File: src/rtl/csr_writeback_stage_if.sv
// Bundle of retiring-instruction inputs, CSR read-back data and writeback/redirect outputs.
// master = upstream/CSR side, slave = the writeback stage.
interface csr_writeback_stage_if;
   logic        in_valid;
   logic        in_ready;
   logic [31:0] in_pc;
   logic [2:0]  in_csr_cmd;
   logic [1:0]  in_wb_sel;
   logic        in_rf_wen;
   logic [4:0]  in_rd;
   logic [31:0] in_alu_out;
   logic [31:0] in_mem_rdata;
   logic        in_br_taken;
   logic [31:0] in_br_target;
   logic [31:0] csr_rdata;
   logic [31:0] trap_vector;
   logic        rf_wen;
   logic [4:0]  rf_waddr;
   logic [31:0] rf_wdata;
   logic        wb_branch_hazard;
   logic        redirect_valid;
   logic [31:0] redirect_pc;
   logic [63:0] retire_count;

   modport master (
      output in_valid, in_pc, in_csr_cmd, in_wb_sel, in_rf_wen, in_rd,
             in_alu_out, in_mem_rdata, in_br_taken, in_br_target,
             csr_rdata, trap_vector,
      input  in_ready, rf_wen, rf_waddr, rf_wdata, wb_branch_hazard,
             redirect_valid, redirect_pc, retire_count
   );

   modport slave (
      input  in_valid, in_pc, in_csr_cmd, in_wb_sel, in_rf_wen, in_rd,
             in_alu_out, in_mem_rdata, in_br_taken, in_br_target,
             csr_rdata, trap_vector,
      output in_ready, rf_wen, rf_waddr, rf_wdata, wb_branch_hazard,
             redirect_valid, redirect_pc, retire_count
   );
endinterface

File: src/rtl/csr_writeback_stage.sv
// Writeback stage after the CSR stage: waits out CSR read latency, writes rd,
// and resolves branch/ECALL redirects with a fixed-length squash window.
module csr_writeback_stage #(
   parameter int CSR_LATENCY  = 1,
   parameter int FLUSH_CYCLES = 2
) (
   input logic                  clk,
   input logic                  rst,
   csr_writeback_stage_if.slave bus
);

   typedef enum logic [1:0] {IDLE = 2'd0, CSR_WAIT = 2'd1, FLUSH = 2'd2} state_t;

   localparam logic [2:0] CMD_E = 3'd4;

   state_t      state, state_next;
   logic [1:0]  wait_cnt;
   logic [3:0]  flush_cnt;
   logic [4:0]  held_rd;
   logic        held_wen;
   logic        held_ecall;
   logic        accept, is_csr, wait_done, flush_done;

   logic        rf_wen_q, rf_wen_d;
   logic [4:0]  rf_waddr_q, rf_waddr_d;
   logic [31:0] rf_wdata_q, rf_wdata_d;
   logic        redirect_q, redirect_d;
   logic [31:0] redirect_pc_q, redirect_pc_d;
   logic        hazard_q;
   logic        retire_d;
   logic [63:0] retire_q;
   logic [31:0] sel_data;

   assign bus.in_ready = (state != CSR_WAIT);
   assign accept       = bus.in_valid && bus.in_ready;
   assign is_csr       = (bus.in_csr_cmd >= 3'd1) && (bus.in_csr_cmd <= CMD_E);
   assign wait_done    = (state == CSR_WAIT) && (wait_cnt == 2'd0);
   assign flush_done   = (state == FLUSH) && (flush_cnt == 4'd0);

   // State register plus the wait/flush counters and the held CSR instruction
   always_ff @(posedge clk or posedge rst) begin
      if (rst) begin
         state      <= IDLE;
         wait_cnt   <= 2'd0;
         flush_cnt  <= 4'd0;
         held_rd    <= 5'd0;
         held_wen   <= 1'b0;
         held_ecall <= 1'b0;
      end else begin
         state <= state_next;
         if (state == IDLE && accept && is_csr) begin
            wait_cnt   <= 2'(CSR_LATENCY - 1);
            held_rd    <= bus.in_rd;
            held_wen   <= bus.in_rf_wen;
            held_ecall <= (bus.in_csr_cmd == CMD_E);
         end else if (state == CSR_WAIT && wait_cnt != 2'd0) begin
            wait_cnt <= wait_cnt - 2'd1;
         end
         if (state_next == FLUSH && state != FLUSH)
            flush_cnt <= 4'(FLUSH_CYCLES - 1);
         else if (state == FLUSH && flush_cnt != 4'd0)
            flush_cnt <= flush_cnt - 4'd1;
      end
   end

   // Next-state logic
   always_comb begin
      state_next = state;
      case (state)
         IDLE: begin
            if (accept) begin
               if (is_csr)
                  state_next = CSR_WAIT;
               else if (bus.in_br_taken)
                  state_next = FLUSH;
            end
         end
         CSR_WAIT: begin
            if (wait_done)
               state_next = held_ecall ? FLUSH : IDLE;
         end
         FLUSH: begin
            if (flush_done)
               state_next = IDLE;
         end
         default: state_next = IDLE;
      endcase
   end

   always_comb begin
      case (bus.in_wb_sel)
         2'd0:    sel_data = bus.in_alu_out;
         2'd1:    sel_data = bus.in_mem_rdata;
         2'd2:    sel_data = bus.in_pc + 32'd4;
         default: sel_data = 32'd0;
      endcase
   end

   // Next values of the registered outputs; FLUSH leaves everything idle so
   // instructions accepted there vanish without side effects
   always_comb begin
      rf_wen_d      = 1'b0;
      rf_waddr_d    = rf_waddr_q;
      rf_wdata_d    = rf_wdata_q;
      redirect_d    = 1'b0;
      redirect_pc_d = redirect_pc_q;
      retire_d      = 1'b0;
      if (state == IDLE && accept && !is_csr) begin
         retire_d   = 1'b1;
         rf_wen_d   = bus.in_rf_wen && (bus.in_rd != 5'd0);
         rf_waddr_d = bus.in_rd;
         rf_wdata_d = sel_data;
         if (bus.in_br_taken) begin
            redirect_d    = 1'b1;
            redirect_pc_d = bus.in_br_target;
         end
      end else if (wait_done) begin
         retire_d = 1'b1;
         if (held_ecall) begin
            redirect_d    = 1'b1;
            redirect_pc_d = bus.trap_vector;
         end else begin
            rf_wen_d   = held_wen && (held_rd != 5'd0);
            rf_waddr_d = held_rd;
            rf_wdata_d = bus.csr_rdata;
         end
      end
   end

   // Output registers
   always_ff @(posedge clk or posedge rst) begin
      if (rst) begin
         rf_wen_q      <= 1'b0;
         rf_waddr_q    <= 5'd0;
         rf_wdata_q    <= 32'd0;
         redirect_q    <= 1'b0;
         redirect_pc_q <= 32'd0;
         hazard_q      <= 1'b0;
         retire_q      <= 64'd0;
      end else begin
         rf_wen_q      <= rf_wen_d;
         rf_waddr_q    <= rf_waddr_d;
         rf_wdata_q    <= rf_wdata_d;
         redirect_q    <= redirect_d;
         redirect_pc_q <= redirect_pc_d;
         hazard_q      <= (state_next == FLUSH);
         retire_q      <= retire_q + 64'(retire_d);
      end
   end

   assign bus.rf_wen           = rf_wen_q;
   assign bus.rf_waddr         = rf_waddr_q;
   assign bus.rf_wdata         = rf_wdata_q;
   assign bus.redirect_valid   = redirect_q;
   assign bus.redirect_pc      = redirect_pc_q;
   assign bus.wb_branch_hazard = hazard_q;
   assign bus.retire_count     = retire_q;

endmodule

File: src/flat_wrapper.sv
// flat-port wrapper written by rule: the top's interface ports become plain ports
module csr_writeback_stage_flat 
#(
   parameter int CSR_LATENCY  = 1,
   parameter int FLUSH_CYCLES = 2
)
  (clk, rst, bus_in_valid, bus_in_pc, bus_in_csr_cmd, bus_in_wb_sel, bus_in_rf_wen, bus_in_rd, bus_in_alu_out, bus_in_mem_rdata, bus_in_br_taken, bus_in_br_target, bus_csr_rdata, bus_trap_vector, bus_in_ready, bus_rf_wen, bus_rf_waddr, bus_rf_wdata, bus_wb_branch_hazard, bus_redirect_valid, bus_redirect_pc, bus_retire_count);
  csr_writeback_stage_if bus_i ();
  input logic clk;
  input logic rst;
  input wire logic [$bits(bus_i.in_valid)-1:0] bus_in_valid;
  input wire logic [$bits(bus_i.in_pc)-1:0] bus_in_pc;
  input wire logic [$bits(bus_i.in_csr_cmd)-1:0] bus_in_csr_cmd;
  input wire logic [$bits(bus_i.in_wb_sel)-1:0] bus_in_wb_sel;
  input wire logic [$bits(bus_i.in_rf_wen)-1:0] bus_in_rf_wen;
  input wire logic [$bits(bus_i.in_rd)-1:0] bus_in_rd;
  input wire logic [$bits(bus_i.in_alu_out)-1:0] bus_in_alu_out;
  input wire logic [$bits(bus_i.in_mem_rdata)-1:0] bus_in_mem_rdata;
  input wire logic [$bits(bus_i.in_br_taken)-1:0] bus_in_br_taken;
  input wire logic [$bits(bus_i.in_br_target)-1:0] bus_in_br_target;
  input wire logic [$bits(bus_i.csr_rdata)-1:0] bus_csr_rdata;
  input wire logic [$bits(bus_i.trap_vector)-1:0] bus_trap_vector;
  output wire logic [$bits(bus_i.in_ready)-1:0] bus_in_ready;
  output wire logic [$bits(bus_i.rf_wen)-1:0] bus_rf_wen;
  output wire logic [$bits(bus_i.rf_waddr)-1:0] bus_rf_waddr;
  output wire logic [$bits(bus_i.rf_wdata)-1:0] bus_rf_wdata;
  output wire logic [$bits(bus_i.wb_branch_hazard)-1:0] bus_wb_branch_hazard;
  output wire logic [$bits(bus_i.redirect_valid)-1:0] bus_redirect_valid;
  output wire logic [$bits(bus_i.redirect_pc)-1:0] bus_redirect_pc;
  output wire logic [$bits(bus_i.retire_count)-1:0] bus_retire_count;
  assign bus_i.in_valid = bus_in_valid;
  assign bus_i.in_pc = bus_in_pc;
  assign bus_i.in_csr_cmd = bus_in_csr_cmd;
  assign bus_i.in_wb_sel = bus_in_wb_sel;
  assign bus_i.in_rf_wen = bus_in_rf_wen;
  assign bus_i.in_rd = bus_in_rd;
  assign bus_i.in_alu_out = bus_in_alu_out;
  assign bus_i.in_mem_rdata = bus_in_mem_rdata;
  assign bus_i.in_br_taken = bus_in_br_taken;
  assign bus_i.in_br_target = bus_in_br_target;
  assign bus_i.csr_rdata = bus_csr_rdata;
  assign bus_i.trap_vector = bus_trap_vector;
  assign bus_in_ready = bus_i.in_ready;
  assign bus_rf_wen = bus_i.rf_wen;
  assign bus_rf_waddr = bus_i.rf_waddr;
  assign bus_rf_wdata = bus_i.rf_wdata;
  assign bus_wb_branch_hazard = bus_i.wb_branch_hazard;
  assign bus_redirect_valid = bus_i.redirect_valid;
  assign bus_redirect_pc = bus_i.redirect_pc;
  assign bus_retire_count = bus_i.retire_count;
  csr_writeback_stage #(.CSR_LATENCY(CSR_LATENCY), .FLUSH_CYCLES(FLUSH_CYCLES)) u_core (.clk(clk), .rst(rst), .bus(bus_i));
endmodule
File: config.mk
export PLATFORM = sky130hd
export DESIGN_NAME = csr_writeback_stage_flat
export DESIGN_NICKNAME = d
export VERILOG_FILES = /design/src/rtl/csr_writeback_stage_if.sv /design/src/rtl/csr_writeback_stage.sv /design/src/flat_wrapper.sv
export SDC_FILE = /design/constraint.sdc
export NUM_CORES = 1
export LEC_CHECK = 0
export CORE_UTILIZATION = 40
export CTS_BUF_LIST = sky130_fd_sc_hd__clkbuf_4 sky130_fd_sc_hd__clkbuf_8 sky130_fd_sc_hd__clkbuf_16
export DETAILED_ROUTE_END_ITERATION = 7
export PLACE_DENSITY_LB_ADDON = 0.12
export SYNTH_ARGS = -nofsm -noshare
export SYNTH_HDL_FRONTEND = slang
export SYNTH_SLANG_ARGS = --single-unit
File: constraint.sdc
create_clock -name clk -period 14.75 [get_ports clk]
set_input_delay 4.425 -clock clk [delete_from_list [all_inputs] [get_ports clk]]
set_output_delay 4.425 -clock clk [all_outputs]
set_load 0.02 [all_outputs]
# == Yosys cells after proc, flatten, opt, wreduce, memory -nomap -nowiden ==
# Cells that the tools add are included.
# word_totals
inputBits,207
word_cells,87
regBits,151
# classes
reduce_logical,27
n_lt_le_gt_ge,2
muxes,31
n_eq_ne,10
n_addsub,4
# ops
op,n
$mux W32,7
$pmux W32 S3,1
$add A64 B1 Y64,1
$add A32 B3 Y32 const B,1
$mux W2,8
$mux W5,3
$logic_and A1 B1 Y1,12
$reduce_bool A2 Y1,5
$reduce_bool A5 Y1,2
$mux W1,9
$mux W4,2
$eq A2 B2 Y1 const B,3
$logic_not A2 Y1,3
$ne A2 B2 Y1 const B,3
$pmux W2 S3,1
$eq A2 B1 Y1 const B,2
$logic_not A4 Y1,1
$reduce_bool A4 Y1,1
$sub A4 B1 Y4 const B,1
$eq A3 B3 Y1 const B,1
$ge A3 B1 Y1 const B,1
$le A3 B3 Y1 const B,1
$reduce_and A3 Y1,1
$ne A2 B1 Y1 const B,1
other kinds (3),3

# == Logic depth before layout (Yosys ltp) ==
# logic_depth
ltp_word,8
ltp_mapped,14
depth_no_buf,11

# == Worst setup path after synthesis ==
# No wires, ideal clock.
# synth_timing
path_type,input to register
startpoint,input bus_in_valid
endpoint,"register u_core.retire_q[56], in the netlist u_core.bus.retire_count[56]"
path_stages,13
slack_ps,7619
required_time_ps,14670
setup_time_ps,80
arrival_ps,7051
path_cell_list,or3b_2 -> a21o_1 -> clkbuf_1 -> clkbuf_1 -> clkbuf_1 -> nand2_1 -> ha_1 -> ha_1 -> nand3_1 -> nor4_1 -> nand4_1 -> nor3_1 -> xor2_1
# synth_between
elab_chain_cells,5
# synth_lines
item,line_no,text
from (decl),flat_wrapper.sv:11,input wire logic [$bits(bus_i.in_valid)-1:0] bus_in_valid;
$logic_and A1 B1 Y1,csr_writeback_stage.sv:35,assign accept = bus.in_valid && bus.in_ready;
$logic_and A1 B1 Y1 (2 in a row),csr_writeback_stage.sv:108,if (state == IDLE && accept && !is_csr) begin
$mux W1,csr_writeback_stage.sv:108,
$add A64 B1 Y64,csr_writeback_stage.sv:147,retire_q <= retire_q + 64'(retire_d);
to (signal assigned),csr_writeback_stage.sv:147,
to (decl),csr_writeback_stage.sv:31,logic [63:0] retire_q;
# No other way between the ends.
# A chain may end at the register's enable or synchronous reset.

# == Final worst setup path ==
# Ends and elaborated chain as after synthesis.

==> impl_metrics.py <==
metrics = {
    "sta": {
        "finalSetupViolCount": 0,
        "final.setup.tns_ns": 0,
        "hold_viol": 0,
        "whs_ns": 0.474,
        "rsz0062_at_grt": "false",
        "fin_worst_skew_ns": 0.0101,
        "tightest_slew_ns": 1.08,
        "post-route-min-period_ns": 7.53,
        "timing.slew.headroom_pct": 28.1,
        "fmax_ghz": 0.133,
        "final_max_slew_viol_count": 0,
        "fin_crit_sh_pct": 51.0,
    },
    "route": {
        "wl_um": 25800,
        "viasPerCell": 5.26,
        "first_iter_violations": 384,
        "drc": 0,
        "ant_nets": 0,
        "first_pass_iters": 4,
        "routedWlPerCell_um": 17.4,
        "vias": 7831,
    },
    "floorplan": {
        "start_util_pct": 40.6,
        "die_w_um": 145,
        "die-area_mm2": 0.0211,
        "rows": 52,
        "io_pins": 344,
        "die_y_um": 145,
        "core_area_mm2": 0.0202,
    },
    "clock_network": {
        "clock_sinks": 151,
        "clkLatencyLatePin_ns": 0.42,
        "cts.clk_slew.worst_paths_ns": 0.06,
        "htree_levels": 4,
        "cts_resized": 0,
        "root_buffer": "clkbuf_16",
        "cts_tree": "built",
        "cts_setup_buffers": 0,
        "cts_max_path_buffers": 2,
        "cts_hold_buffers": 0,
        "numCtsBuffers": 17,
    },
    "critical_path": {
        "reg2reg_depth": 11,
        "crit_fanout": 73,
        "r2r_start": "u_core.state[1]",
        "crit_path_end_kind": "flop",
        "cp-start-kind": "primary input",
        "r2r_setup_slack_ns": 11.17,
        "critical_path_required_ns": 15.09,
        "path_class": "in -> reg",
        "rr_endpoint": "u_core.bus.retire_count[56]",
        "worstPathArrival_ns": 7.86,
    },
    "finish": {
        "nets": 1418,
        "drive_above_1_share_pct": 6.57,
        "syn2layout_area_growth_pct": 51.4,
        "post-route-util_pct": 61.5,
        "fin_area_mm2": 0.0124,
        "n_antenna_cell": 0,
    },
    "synth": {
        "synth_nets": 1097,
        "synth_seq_area_share_pct": 46.1,
        "synth_top_area_cell": "dfrtp_1",
        "ys_warn_count": 0,
        "ys_async_sr_fraction_pct": 100,
        "synth_top_area_share_pct": 46.1,
        "synth_area_mm2": 0.00820,
        "synth_ff_type": "dfrtp_1",
        "syn_inst": 884,
        "yosysUniqueCellTypes": 66,
        "synth-seq-cells": 151,
        "synth_most_common_cell": "dfrtp_1",
        "ys_top_cells_by_area": "dfrtp_1, nand2_1, xnor2_1",
        "syn_avg_cell_area_um2": 9.27,
        "yosys-top-cells-count": "dfrtp_1, nand2_1, nor2_1, xnor2_1",
        "synth_edf_count": 0,
    },
    "min_path": {
        "hold_path.class": "reg -> reg",
        "min_to": "u_core.bus.retire_count[63]",
        "hold_start": "u_core.bus.retire_count[63]",
        "hold_depth": 1,
    },
    "global_route": {
        "first_global_vias": 7635,
        "grt_antenna_before_repair": 0,
        "grt_pass1_wl_um": 40900,
        "grt_start_max_net_pins": 105,
        "grt_overflow": 0,
        "track_usage_pct": 24.7,
    },
    "pwr": {
        "ir_worst_vdd_uv": 80.7,
        "power.total_mw": 1.75,
        "leakagePower_nw": 5.07,
        "power-per-cell-area_mw_per_mm2": 141,
    },
    "placement": {
        "post-dp-hpwl_um": 19100,
        "portBuffers": 343,
        "gp_congestion": 0.859,
        "placed_cell_area_mm2": 0.0118,
    },
    "status": {
        "status": "finished clean",
    },
    "job": {
        "max_cap_violations": 0,
    },
}
layer usage:
metal / global-route usage (%) / wire length (um) / part of all wire (%)
met5: 0 / 0 / 0
met4: 10.1 / 873 / 3.4
met3: 5.82 / 1470 / 5.7
met2: 41.1 / 12600 / 49
met1: 30.9 / 10900 / 42
flip-flops by register name, summed over array words and instances, names as in the netlist:
| signal | cells |
|---|---|
| u_core.bus.retire_count | 64 |
| u_core.bus.redirect_pc | 32 |
| u_core.bus.rf_wdata | 32 |
| u_core.bus.rf_waddr | 5 |
| u_core.held_rd | 5 |
| u_core.flush_cnt | 4 |
| u_core.state | 2 |
| u_core.wait_cnt | 2 |
| u_core.bus.redirect_valid | 1 |
| u_core.bus.rf_wen | 1 |
| u_core.bus.wb_branch_hazard | 1 |
| u_core.held_ecall | 1 |
| u_core.held_wen | 1 |
cell families after synthesis:
| group | share of synthesized area [%] |
|---|---|
| adders and majority gates | 0.916 |
| and+or+nand+nor | 22.8 |
| muxes | 4.37 |
| buffers and inverters | 3.71 |
| xor gates and xnor gates | 8.44 |
| DFF | 46.1 |
| AOI/OAI and AO/OA | 13.7 |
through the flow:
stage / instances / setup WS, ns
after global routing: 1488 / 6.94
after global placement: 1456 / 6.87
after floorplan: 884 / 6.26
final: 1488 / 7.22
after detailed placement: 1456 / 6.78
after CTS: 1488 / 7.20
area by class of cell:
cell class                      count  area, um2
Tap cell                          270        338
Clock buffer                       17        425
Inverter                           21       83.8
Timing Repair Buffer              350       3480
Fill cell                        1761       7760
Multi-Input combinational cell    664       4150
Clock inverter                     15        158
Sequential cell                   151       3780
how the worst max path moves through the flow:
stage	startpoint	to	slack (ns)
after global placement	bus_in_valid	u_core.bus.retire_count[56]	6.87
final	bus_in_valid	u_core.bus.retire_count[56]	7.22
after detailed placement	bus_in_valid	u_core.bus.retire_count[56]	6.78
after CTS	bus_in_valid	u_core.bus.retire_count[56]	7.20
after global routing	bus_in_valid	u_core.bus.retire_count[56]	6.94
after floorplan	rst	u_core.bus.redirect_pc[0]	6.26
critical path, stage by stage:
cell and delay [ns]:
clkdlybuf4s50_1 0.46, or3b_2 0.50, a21o_2 0.21, buf_4 0.34, nand2_1 0.15, ha_1 0.17, ha_1 0.22, nand3_1 0.09
nor4_1 0.45, nand4_1 0.38, nor3_1 0.28, xor2_1 0.17
cells in the final DEF (no fill, tap or decap), types with 4 or more instances in the layout:
cell type	instances
nand4_1	31
nor2_1	96
nand3_1	40
a311oi_1	4
nand2_1	132
xnor2_1	50
a31oi_1	40
buf_4	7
a22oi_1	6
o21bai_1	5
dfrtp_1	151
a21oi_1	18
o22ai_1	6
xor2_1	29
nor4_1	11
clkdlybuf4s50_1	342
o31a_2	7
inv_1	19
o31a_1	4
nor3_1	14
mux2i_1	29
and4_1	11
nor4_2	7
nand2b_1	5
o21ai_1	6
mux2_2	6
o21ai_0	26
o22a_1	6
and3_1	9
a211oi_1	10
inv_6	7
clkbuf_16	17
ha_1	6
where the power goes:
group          leakage [nW]  internal (mW)  switching [mW]  total [mW]
sequential             1.87          0.537          0.0821       0.619
clock                 0.282          0.240           0.193       0.433
combinational          2.92          0.341           0.360       0.701
No activity file was read; power rests on OpenSTA's default activity.
